File: src/rtl/vga_timing_ctrl.sv
// VGA scan timing: horizontal/vertical pixel counters with registered sync, blanking and position.
// Start and stop take effect only at frame boundaries so a truncated frame is never emitted.
module vga_timing_ctrl_chk #(
  parameter int H_TOTAL = 800,
  parameter int V_TOTAL = 525,
  parameter int CW      = 10
) (
  input logic clk,
  input logic rst
);

  // Counter width must be able to hold both totals
  always_ff @(posedge clk) begin
    assert (rst || (((64'd1 << CW) >= 64'(H_TOTAL)) && ((64'd1 << CW) >= 64'(V_TOTAL))));
  end

endmodule

module vga_timing_ctrl #(
  parameter int   H_ACTIVE = 640,
  parameter int   H_FRONT  = 16,
  parameter int   H_SYNC   = 96,
  parameter int   H_BACK   = 48,
  parameter int   V_ACTIVE = 480,
  parameter int   V_FRONT  = 10,
  parameter int   V_SYNC   = 2,
  parameter int   V_BACK   = 33,
  parameter logic SYNC_POL = 1'b0,
  parameter int   CW       = 10
) (
  input  logic          clk,
  input  logic          rst,
  input  logic          clk_en,
  input  logic          enable,
  output logic          hsync,
  output logic          vsync,
  output logic          video_on,
  output logic [CW-1:0] pixel_x,
  output logic [CW-1:0] pixel_y,
  output logic          line_start,
  output logic          frame_start,
  output logic          busy
);

  localparam int H_TOTAL = H_ACTIVE + H_FRONT + H_SYNC + H_BACK;
  localparam int V_TOTAL = V_ACTIVE + V_FRONT + V_SYNC + V_BACK;

  localparam logic [CW-1:0] H_LAST = CW'(H_TOTAL - 1);
  localparam logic [CW-1:0] V_LAST = CW'(V_TOTAL - 1);
  localparam logic [CW-1:0] H_VIS  = CW'(H_ACTIVE);
  localparam logic [CW-1:0] V_VIS  = CW'(V_ACTIVE);
  localparam logic [CW-1:0] HS_BEG = CW'(H_ACTIVE + H_FRONT);
  localparam logic [CW-1:0] HS_END = CW'(H_ACTIVE + H_FRONT + H_SYNC - 1);
  localparam logic [CW-1:0] VS_BEG = CW'(V_ACTIVE + V_FRONT);
  localparam logic [CW-1:0] VS_END = CW'(V_ACTIVE + V_FRONT + V_SYNC - 1);
  localparam logic [CW-1:0] ONE    = CW'(1);

  typedef enum logic [1:0] {
    ST_IDLE  = 2'd0,
    ST_RUN   = 2'd1,
    ST_DRAIN = 2'd2
  } state_e;

  state_e        state_q, state_d;
  logic [CW-1:0] x_q, x_d, y_q, y_d;
  logic [CW-1:0] x_inc_s, y_inc_s;
  logic          x_last_s, y_last_s, adv_s;
  logic          hsync_q, hsync_d, vsync_q, vsync_d;
  logic          video_q, video_d, busy_q, busy_d;
  logic          ls_q, ls_d, fs_q, fs_d;

  assign x_last_s = (x_q == H_LAST);
  assign y_last_s = (y_q == V_LAST);
  assign x_inc_s  = x_last_s ? '0 : (x_q + ONE);
  assign y_inc_s  = x_last_s ? (y_last_s ? '0 : (y_q + ONE)) : y_q;

  // Scan state, counter advance and start pulses
  always_comb begin
    state_d = state_q;
    x_d     = x_q;
    y_d     = y_q;
    ls_d    = 1'b0;
    fs_d    = 1'b0;
    adv_s   = 1'b0;
    case (state_q)
      ST_IDLE: begin
        x_d = '0;
        y_d = '0;
        if (enable && clk_en) begin
          state_d = ST_RUN;
          ls_d    = 1'b1;
          fs_d    = 1'b1;
        end else begin
          state_d = ST_IDLE;
        end
      end
      ST_RUN: begin
        adv_s = clk_en;
        if (enable) begin
          state_d = ST_RUN;
        end else begin
          state_d = ST_DRAIN;
        end
      end
      ST_DRAIN: begin
        // Only the last pixel of a frame with enable still low ends the scan
        if (clk_en && x_last_s && y_last_s && !enable) begin
          state_d = ST_IDLE;
          x_d     = '0;
          y_d     = '0;
        end else begin
          adv_s   = clk_en;
          state_d = enable ? ST_RUN : ST_DRAIN;
        end
      end
      default: begin
        state_d = ST_IDLE;
        x_d     = '0;
        y_d     = '0;
      end
    endcase
    x_d  = adv_s ? x_inc_s : x_d;
    y_d  = adv_s ? y_inc_s : y_d;
    ls_d = ls_d | (adv_s & x_last_s);
    fs_d = fs_d | (adv_s & x_last_s & y_last_s);
  end

  // Decode from the next counter values so outputs line up with the count
  always_comb begin
    hsync_d = ~SYNC_POL;
    vsync_d = ~SYNC_POL;
    video_d = 1'b0;
    busy_d  = 1'b0;
    if (state_d != ST_IDLE) begin
      busy_d  = 1'b1;
      video_d = (x_d < H_VIS) && (y_d < V_VIS);
      hsync_d = ((x_d >= HS_BEG) && (x_d <= HS_END)) ? SYNC_POL : ~SYNC_POL;
      vsync_d = ((y_d >= VS_BEG) && (y_d <= VS_END)) ? SYNC_POL : ~SYNC_POL;
    end else begin
      busy_d  = 1'b0;
    end
  end

  // State and output registers
  always_ff @(posedge clk) begin
    if (rst) begin
      state_q <= ST_IDLE;
      x_q     <= '0;
      y_q     <= '0;
      hsync_q <= ~SYNC_POL;
      vsync_q <= ~SYNC_POL;
      video_q <= 1'b0;
      busy_q  <= 1'b0;
      ls_q    <= 1'b0;
      fs_q    <= 1'b0;
    end else begin
      state_q <= state_d;
      x_q     <= x_d;
      y_q     <= y_d;
      hsync_q <= hsync_d;
      vsync_q <= vsync_d;
      video_q <= video_d;
      busy_q  <= busy_d;
      ls_q    <= ls_d;
      fs_q    <= fs_d;
    end
  end

  assign hsync       = hsync_q;
  assign vsync       = vsync_q;
  assign video_on    = video_q;
  assign pixel_x     = x_q;
  assign pixel_y     = y_q;
  assign line_start  = ls_q;
  assign frame_start = fs_q;
  assign busy        = busy_q;

  vga_timing_ctrl_chk #(
    .H_TOTAL (H_TOTAL),
    .V_TOTAL (V_TOTAL),
    .CW      (CW)
  ) u_chk (
    .clk (clk),
    .rst (rst)
  );

endmodule

File: config.mk
export PLATFORM = sky130hd
export DESIGN_NAME = vga_timing_ctrl
export DESIGN_NICKNAME = d
export VERILOG_FILES = /design/src/rtl/vga_timing_ctrl.sv
export SDC_FILE = /design/constraint.sdc
export NUM_CORES = 1
export LEC_CHECK = 0
export CAP_MARGIN = 20
export CORE_ASPECT_RATIO = 0.9
export CORE_MARGIN = 3
export CORE_UTILIZATION = 45
export CTS_CLUSTER_DIAMETER = 30
export DETAILED_ROUTE_END_ITERATION = 10
export DONT_BUFFER_PORTS = 1
export PLACE_DENSITY = 0.67
export SYNTH_ARGS = -nofsm -noshare
export SYNTH_HDL_FRONTEND = slang
export SYNTH_SLANG_ARGS = --single-unit
File: constraint.sdc
create_clock -name clk -period 3.4 [get_ports clk]
set_input_delay 0.68 -clock clk [delete_from_list [all_inputs] [get_ports clk]]
set_output_delay 0.68 -clock clk [all_outputs]
set_load 0.01 [all_outputs]
## After elaboration in Yosys (flattened, before gate mapping)

Index checks and enable logic that the tools add are counted.

- Bits in latches: 0
- Bits in registers: 28
- Output and inout bits: 26
- ROM bits: 0
- Memories: 0
- RAM bits: 0

- $add $sub $neg: 2
- Multiplexer cells: 20
- Shifts and indexed selects: 0
- Multipliers: 0
- Bitwise gates (word level): 5
- Order comparisons: 6
- Equality and inequality tests: 4
- Reduce and logical (&&, ||, !) cells: 11
- Div/mod/pow operators: 0

Operators with widths:

| operator | number |
|---|---|
| 10-bit 2-to-1 mux | 7 |
| 10-bit case mux with 2 select lines | 2 |
| 10-bit by 1-bit adder with 10-bit output (second input constant) | 2 |
| 10-bit == test (second input constant) | 2 |
| 10-bit greater-or-equal comparator (second input constant) | 1 |
| 10-bit by 9-bit greater-or-equal comparator with 1-bit output (second input constant) | 1 |
| 10-bit <= comparator (second input constant) | 1 |
| 10-bit by 9-bit <= comparator with 1-bit output (second input constant) | 1 |
| 10-bit < comparator (second input constant) | 1 |
| 10-bit by 9-bit < comparator with 1-bit output (second input constant) | 1 |
| 1-bit logical AND | 7 |
| 1-bit 2-to-1 mux | 7 |
| 2-bit case mux with 3 select lines | 1 |
| 2-bit 2-to-1 mux | 2 |
| 1-bit bitwise AND | 2 |
| 2-bit by 1-bit == test with 1-bit output (second input constant) | 1 |
| 2-bit == test (second input constant) | 1 |
| 2-bit zero test | 1 |
| 1-bit OR | 2 |
| 1-bit case mux with 2 select lines | 1 |
| 2-bit nonzero test | 1 |
| 2-bit OR reduction | 1 |
| 1-bit zero test | 1 |
| 1-bit NOT | 1 |

## Depth between registers and ports, before layout

Gate-level depths: netlist of the first run.

- Depth after elaboration: 10
- Depth in mapped cells: 9

## Worst setup path after synthesis of the first run

Ideal clock, no wire load.

- Kind: input-to-reg
- Start: input clk_en
- End: register vsync_q (netlist: vsync)
- Arrival time: 3.048 ns
- Setup time: 0.134 ns
- Slack: 0.218 ns
- Data required time: 3.266 ns
- Cell stages on the path: 7
- Cells stage by stage: clkbuf_1 -> nand2_1 -> or4_1 -> or4_1 -> xor2_1 -> or4_1 -> or4_1

- Longest elaborated chain between the ends: 9

Ends and longest elaborated chain:

| what | RTL line | RTL |
|---|---|---|
| from (decl) | 33 | `input logic clk_en,` |
| 1-bit logical AND (3 in series) | 107 | `if (clk_en && x_last_s && y_last_s && !enable) begin` |
| 10-bit 2-to-1 mux or 1-bit 2-to-1 mux (tied branches) | 107 |  |
| 10-bit case mux with 2 select lines or 1-bit case mux with 2 select lines (tied branches) | 85 | `case (state_q)` |
| 10-bit 2-to-1 mux | 123 | `y_d = adv_s ? y_inc_s : y_d;` |
| 10-bit by 9-bit greater-or-equal comparator with 1-bit output or 10-bit by 9-bit <= comparator with 1-bit output (tied branches) | 138 | `vsync_d = ((y_d >= VS_BEG) && (y_d <= VS_END)) ? SYNC_POL : ~SYNC_POL;` |
| 1-bit logical AND | 138 |  |
| 1-bit 2-to-1 mux | 138 |  |
| to (signal assigned) | 151 | `vsync_q <= ~SYNC_POL;` |
| to (signal assigned) | 161 | `vsync_q <= vsync_d;` |
| to (decl) | 68 | `logic hsync_q, hsync_d, vsync_q, vsync_d;` |

Parallel ways exist; a longest one is shown, timed or not.
A chain may end at the register's enable or synchronous reset.

## Worst setup path in the final report of the first run

- Start: register x_q[4] (netlist: pixel_x[4])
- End: register vsync_q (netlist: vsync)

- Longest elaborated chain between the ends: 10

Ends and longest elaborated chain:

| what | RTL line | RTL |
|---|---|---|
| from (decl) | 65 | `logic [CW-1:0] x_q, x_d, y_q, y_d;` |
| from (signal assigned) | 148 | `x_q <= '0;` |
| from (signal assigned) | 158 | `x_q <= x_d;` |
| 10-bit == test * | 72 | `assign x_last_s = (x_q == H_LAST);` |
| 1-bit logical AND (3 in series) | 107 |  |
| 10-bit 2-to-1 mux or 1-bit 2-to-1 mux (tied branches) | 107 |  |
| 10-bit case mux with 2 select lines or 1-bit case mux with 2 select lines (tied branches) | 85 |  |
| 10-bit 2-to-1 mux | 123 |  |
| 10-bit by 9-bit greater-or-equal comparator with 1-bit output or 10-bit by 9-bit <= comparator with 1-bit output (tied branches) | 138 |  |
| 1-bit logical AND | 138 |  |
| 1-bit 2-to-1 mux | 138 |  |

Mark *: on every way between the ends. The rest lies on a longest branch, timed or not.

==> reports/metrics.cfg, run 1 <==
[clocking]
clkSinkCount=28
cts_tree=done
numCtsBuffers=3
postCtsSetupRepairBufs=0
post_cts_resized=0
cts-root-buf=clkbuf_8
cts-htree-levels=1
insertion_delay_ns=0.29
clkTransAtPathRegs_ns=0.10
hold_buffers=0
cts_buffer_depth=2

[route]
post-route-drc-count=0
via_per_inst=6.11
drtIter0Drc=95
wirelength_um=3900
drtAntennaViolNets=0
wl_per_cell_um=16.6
num_vias=1436
drt_pass1_iterations=4

[finish]
drive_above_1_share=0.0829
finalNonFillerCells=235
nets=205
final_common_cell=dfxtp_1
fill_cells=306
post-route-util=0.541
seq_area_um2=561
multi_input_area_um2=931
syn_to_final_growth_pct=9.89
antenna_cells=0
layout_common_cells=dfxtp_1, nand2_1, nor2_1

[pwr]
p_per_area_mw_per_mm2=360
power.leakage_uw=0.000577
ir_drop_mv=0.487

[setup_path]
crit_path_start_kind=register
reg2reg_slack_ns=0.36
crit_end=vsync
path_class=register to register
cp-end-kind=register
setup.worst_path.start=pixel_x[4]
critPathSlowestCell=or4_1
worstPathRequired_ns=3.57
crit_chain=nand3_2 > or4_1 > or4_1 > xor2_1 > or4_1 > or4_1
r2r_cells=6
r2r_start=pixel_x[4]
cp_num_buf_inv=0
cp_top_family=simple AND/OR/NAND/NOR gates
cp_max_fo=9
crit_top_cell=or4_1
path_depth=6
r2r-end=vsync
cp_data_arrival_time_ns=3.21
slowest_delay_ns=0.55

[timing]
rsz0062_at_grt=no
period_share=0.893
fin_tns_setup_ns=0
drv_slew=0
layout_setup_ws_ns=0.363
fmax_mhz=329
setup_viol=0
hold_viol_final=0
min_period_ns=3.04
tightestPinTransition_ns=0.606
maxSlewHeadroom=0.593
finClkSkew_ns=0.0110

[worst_hold_path]
hold_class=input port to register
worstHoldStart=rst

[synthesis]
synth-main-ff-cell=dfxtp_1
synth_seq_cells=28
synth-edff-count=0
synth_warnings=0
syn_nets=198
yosysSeqAreaShare=0.357
yosys.cell_types.count=48
netlist_area_mm2=0.00157
synthCells=187
synthArstFlopShare=0
syn_area_per_cell_um2=8.39

[floorplanning]
num_rows=19
initial_utilization=0.493
die-width_um=68.2
core_mm2=0.00319
dieArea_mm2=0.00423
fp.dieH_um=62.0
ios=30

[place]
gp_congestion=0.915
port_buffers=0
place_ws_ns=0.365
hpwl_um=2930
dp_cells=231

[global_route]
grt_overflow=0
gr-usage-all-layers=0.205
grt_pass1_vias=1375
antenna_found_initial=0
grt_pass1_wl_um=6470
grt_start_max_net_pins=17

[run]
maxCapViolations=0

[run_status]
status=complete, no violations

-- state kept, by name, summed over array words and instances (netlist names) --
signal	cells
pixel_y	10
video_on	1
frame_start	1
hsync	1
vsync	1
busy	1
pixel_x	10
state_q	2
line_start	1
-- area by class of cell --
type | instances | share of cell area
Clock inverter | 1 | 0.0174
Inverter | 11 | 0.0239
Timing Repair Buffer | 9 | 0.0392
Sequential cell | 28 | 0.325
Clock buffer | 3 | 0.0239
Multi-Input combinational cell | 141 | 0.540
Tap cell | 42 | 0.0305
-- worst register-to-register path: stages (launching register included) --
cell and delay, ns:
dfxtp_1 0.49, nand3_2 0.22, or4_1 0.55, or4_1 0.50, xor2_1 0.17, or4_1 0.51, or4_1 0.51
-- per-layer routing --
metal,vias up,global-route usage,part of all wire
met1,666,0.275,0.45
met4,0,0.0737,0.018
met2,60,0.312,0.44
met5,-,0,0
li1,702,-,-
met3,8,0.0629,0.097
-- worst min-delay path by stage --
| stage | to | slack [ns] | depth (start not counted) |
|---|---|---|---|
| after floorplan | pixel_y[0] | 0.54 | 2 |
| after global placement | pixel_y[7] | 0.59 | 2 |
| after detailed placement | pixel_y[7] | 0.59 | 2 |
| after CTS | pixel_x[9] | 0.44 | 1 |
| after global routing | pixel_y[3] | 0.43 | 1 |
| final | pixel_x[9] | 0.45 | 1 |
-- per-stage QoR --
stage               total power [uW]  hold slack [ns]  area [um2]
finish                           621            0.448        1720
global placement                 360            0.590        1650
floorplan                        360            0.539        1570
global route                     647            0.427        1720
CTS                              628            0.439        1720
detailed placement               361            0.586        1650
-- where the power goes --
group          total [uW]  switching [uW]  internal, uW
clock network         268             110           158
logic                18.0            10.3          7.74
registers             335            3.30           332
total                 621             123           497
-- Yosys cell counts, types with 4 or more instances --
library cell,instances,area share
inv_1,11,0.026
nand2b_1,4,0.016
nor4_1,5,0.020
nand2_1,18,0.043
nor2_1,12,0.029
o21ai_0,5,0.016
xor2_1,5,0.028
nor3_1,8,0.026
clkbuf_1,4,0.0096
nand3_1,11,0.035
dfxtp_1,28,0.36
or4_1,5,0.024
nand4_1,4,0.016
a21oi_1,8,0.026
ha_1,7,0.056
nor2b_1,5,0.020
-- cell families (layout without fill, tap and decap cells) --
kind of cell	after synthesis	in the layout	share of synthesized area
AOI/OAI and AO/OA	36	36	0.161
xor gates and xnor gates	7	7	0.0391
adders and majority gates	7	7	0.0558
buffers and inverters	18	24	0.0494
DFF	28	28	0.357
muxes	2	2	0.0136
and+or+nand+nor	89	89	0.324
Power figures use the tool's default switching activity.
==> run 2: changes to the inputs <==
- PLACE_DENSITY: 0.67 -> not set
- PLACE_DENSITY_LB_ADDON: not set -> 0.1
==> run 2 against run 1 <==
Against the previous run: sequential share of layout area unchanged; combinational power decreased by 2%; die area unchanged; global-route usage increased by 0.42 points; fmax up 0.49%; critical endpoint unchanged.
==> reports/metrics.cfg, run 2 (synthesis gave the netlist of run 1 again) <==
[clocking]
insertion_delay_ns=0.28
postCtsSetupRepairBufs=0
numCtsBuffers=3
cts-htree-levels=1
cts_tree=done
clkTransAtPathRegs_ns=0.10
cts_buffer_depth=2
post_cts_resized=0
clkSinkCount=28
cts-root-buf=clkbuf_8
hold_buffers=0

[timing]
hold_viol_final=0
fmax_mhz=331
hold_ws_ns=0.451
setup_viol=0
tightestPinTransition_ns=0.560
fin_tns_setup_ns=0
maxSlewHeadroom=0.624
rsz0062_at_grt=no
min_period_ns=3.02
drv_slew=0
period_share=0.889
finClkSkew_ns=0.00860

[global_route]
top_usage_layer=met2
grt_pass1_wl_um=6590
use_met3=0.0576
grt_overflow=0
met2_usage=0.312
grt_pass1_vias=1367
grtUsageMet1=0.297
grt_start_max_net_pins=17
gr-usage-all-layers=0.209
antenna_found_initial=0

[floorplanning]
core_mm2=0.00319
die-width_um=68.2
initial_utilization=0.493
num_rows=19
dieArea_mm2=0.00423
ios=30
fp.dieH_um=62.0

[route]
wirelength_um=3940
via_per_inst=6.19
drtIter0Drc=140
post-route-drc-count=0
drt_pass1_iterations=4
num_vias=1454
wl_per_cell_um=16.8
drtAntennaViolNets=0

[place]
port_buffers=0
gp_congestion=0.879
hpwl_um=2930
placed_cell_area_mm2=0.00165
dp_cells=231

[setup_path]
crit_top_cell=or4_1
cp-end-kind=register
cp_data_arrival_time_ns=3.18
path_class=register to register
crit_chain=nand3_2 > or4_1 > or4_1 > xor2_1 > or4_1 > or4_1
slowest_delay_ns=0.53
cp_max_fo=9
critPathSlowestCell=or4_1
cp_num_buf_inv=0
reg2reg_slack_ns=0.38
worstPathRequired_ns=3.56
cp_top_family=simple AND/OR/NAND/NOR gates
crit_path_start_kind=register

[finish]
syn_to_final_growth_pct=9.89
finalNonFillerCells=235
design_area_mm2=0.00172
drive_above_1_share=0.0829
layout_common_cells=dfxtp_1, nand2_1, nor2_1
final_common_cell=dfxtp_1
nets=205
antenna_cells=0
fill_cells=303

[pwr]
p_sw_uw=120
p_int_uw=497
report.power.total_uw=617
p_per_area_mw_per_mm2=358
seq_power_share=0.543
switching_share=0.194
ir_drop_mv=0.279
comb_power_share=0.029
power.leakage_uw=0.000577
p_clk_frac=0.429

[run]
maxCapViolations=0

[worst_hold_path]
hold_class=input port to register

[run_status]
status=complete, no violations

run 2: cell counts in the layout (fill, tap and decap cells not counted):
No cell type changed its count.
run 2: routing by layer:
layer | part of all wire | wire (um)
met1 | 0.46 | 1800
met2 | 0.45 | 1770
met3 | 0.087 | 343
met4 | 0.0081 | 32
met5 | 0 | 0
run 2: layout make-up:
cell class,instances,area (um2),share of cell area
clock buffers,3,41.3,0.0239
clock inverters,1,30.0,0.0174
inverters,11,41.3,0.0239
multi-input cells,141,931,0.540
flip-flops and latches,28,561,0.325
well taps,42,52.6,0.0305
repair buffers,9,67.6,0.0392
run 2: power by group through the flow:
stage / Clock (uW) / Combinational [uW] / Sequential (uW)
5_1_grt: 287 / 20.3 / 336
3_5_place_dp: 0 / 17.5 / 343
6_report: 265 / 17.6 / 335
2_1_floorplan: 0 / 17.8 / 342
4_1_cts: 272 / 17.6 / 335
3_3_place_gp: 0 / 17.0 / 342
run 2: final timing paths:
path | from | to | cells after the start
max | pixel_x[4] | vsync | 6
min | rst | pixel_x[9] | 1
max reg2reg | pixel_x[4] | vsync | 6
min reg2reg | pixel_y[0] | pixel_y[0] | 2
run 2: stage by stage:
stage	setup slack, ns	utilization
after floorplan	0.218	-
after global placement	0.438	0.519
after detailed placement	0.386	0.519
after CTS	0.384	0.541
after global routing	0.226	0.541
final	0.378	0.541
==> run 3: changes to the inputs <==
==> constraint.sdc (replaced) <==
create_clock -name clk -period 3.4 [get_ports clk]
set_input_delay 0.68 -clock clk [delete_from_list [all_inputs] [get_ports clk]]
set_output_delay 0.68 -clock clk [all_outputs]
set_load 0.005 [all_outputs]
==> run 3 against run 2 <==
Against the previous run: die area is the same; non-clock buffer count shrank 3; via count shrank 3.0%; design area shrank 1.3%; critical path depth grew 1; global-route usage shrank 2.0 points; combinational power is essentially flat; fmax shrank 1.6%; cell count shrank 1.3%; hold slack gained 0.0080 ns; first-iteration DRC count shrank 32%.
==> reports/metrics.cfg, run 3 (synthesis gave the netlist of run 1 again) <==
[route]
wl_per_cell_um=16.3
wirelength_um=3790
drtIter0Drc=95
via_per_inst=6.08
drtAntennaViolNets=0
drt_pass1_iterations=4
post-route-drc-count=0
num_vias=1411

[clocking]
cts-htree-levels=1
clkSinkCount=28
cts_tree=done
postCtsSetupRepairBufs=0
insertion_delay_ns=0.27
clkTransAtPathRegs_ns=0.10
hold_buffers=0
numCtsBuffers=3
post_cts_resized=0
cts_buffer_depth=2
cts-root-buf=clkbuf_8

[setup_path]
cp_max_fo=8
cp_data_arrival_time_ns=3.23
path_class=register to register
cp-end-kind=register
crit_path_start_kind=register
worstPathRequired_ns=3.56

[finish]
syn_to_final_growth_pct=8.45
post-route-util=0.534
nets=202
finalNonFillerCells=232
antenna_cells=0
fill_cells=322
final_common_cell=dfxtp_1
layout_common_cells=dfxtp_1, nand2_1, nor2_1
drive_above_1_share=0.0684
design_area_mm2=0.00170

[timing]
min_period_ns=3.07
layout_setup_ws_ns=0.330
finClkSkew_ns=0.00385
period_share=0.903
fin_tns_setup_ns=0
tightestPinTransition_ns=0.656
fmax_mhz=326
setup_viol=0
drv_slew=0
hold_viol_final=0
maxSlewHeadroom=0.560
rsz0062_at_grt=no

[worst_hold_path]
hold_class=input port to register

[place]
gp_congestion=0.857
port_buffers=0
dp_cells=228
placed_cell_area_mm2=0.00163
place_ws_ns=0.347
hpwl_um=2900

[floorplanning]
fp.dieH_um=62.0
num_rows=19
initial_utilization=0.493
ios=30
core_mm2=0.00319
die-width_um=68.2
dieArea_mm2=0.00423

[global_route]
grt_start_max_net_pins=17
grt_pass1_wl_um=6070
grt_pass1_vias=1238
antenna_found_initial=0
gr-usage-all-layers=0.189
grt_overflow=0

[pwr]
ir_drop_mv=0.290
power.leakage_uw=0.000561
p_per_area_mw_per_mm2=360

[run_status]
status=complete, no violations

[run]
maxCapViolations=0

-- run 3: cell types whose count changed in the layout (fill, tap and decap cells not counted) --
| cell | before | now |
|---|---|---|
| buf_4 | 9 | 6 |
-- run 3: power by group --
part	total, uW	internal [uW]	switching [uW]
clock	261	158	103
combinational	17.8	7.68	10.2
sequential	334	332	2.43
total	613	497	116
-- run 3: critical path, cell delays in order (launching register included) --
cell	delay [ns]
dfxtp_1	0.49
ha_1	0.29
nand2_1	0.09
or4_1	0.43
or4_1	0.50
xor2_1	0.17
or4_1	0.49
or4_1	0.51
-- run 3: cell type report --
type / count / area, um2 / area share
Clock buffer: 3 / 41.3 / 0.0243
Inverter: 11 / 41.3 / 0.0243
Sequential cell: 28 / 561 / 0.329
Timing Repair Buffer: 6 / 45.0 / 0.0265
Clock inverter: 1 / 30.0 / 0.0176
Multi-Input combinational cell: 141 / 931 / 0.547
Tap cell: 42 / 52.6 / 0.0309
-- run 3: per-stage QoR --
step	hold WS, ns	power [uW]
after floorplan	0.512	359
after global placement	0.553	358
after detailed placement	0.570	360
after CTS	0.454	622
after global routing	0.435	640
final	0.459	613
-- run 3: worst paths after layout --
check                                 from          to  slack, ns  cells after the start
worst max-delay path            pixel_x[0]       vsync       0.33                      7
worst min-delay path                   rst  pixel_x[9]       0.46                      1
worst max register to register  pixel_x[0]       vsync       0.33                      7
worst min register to register  pixel_x[1]  pixel_x[1]       0.58                      2
-- run 3: per-layer routing --
metal | global-route usage | share of wire | vias to the layer above
li1 | - | - | 698
met2 | 0.275 | 0.44 | 48
met1 | 0.283 | 0.47 | 665
met5 | 0 | 0 | -
met4 | 0.0170 | 0 | 0
met3 | 0.0594 | 0.089 | 0
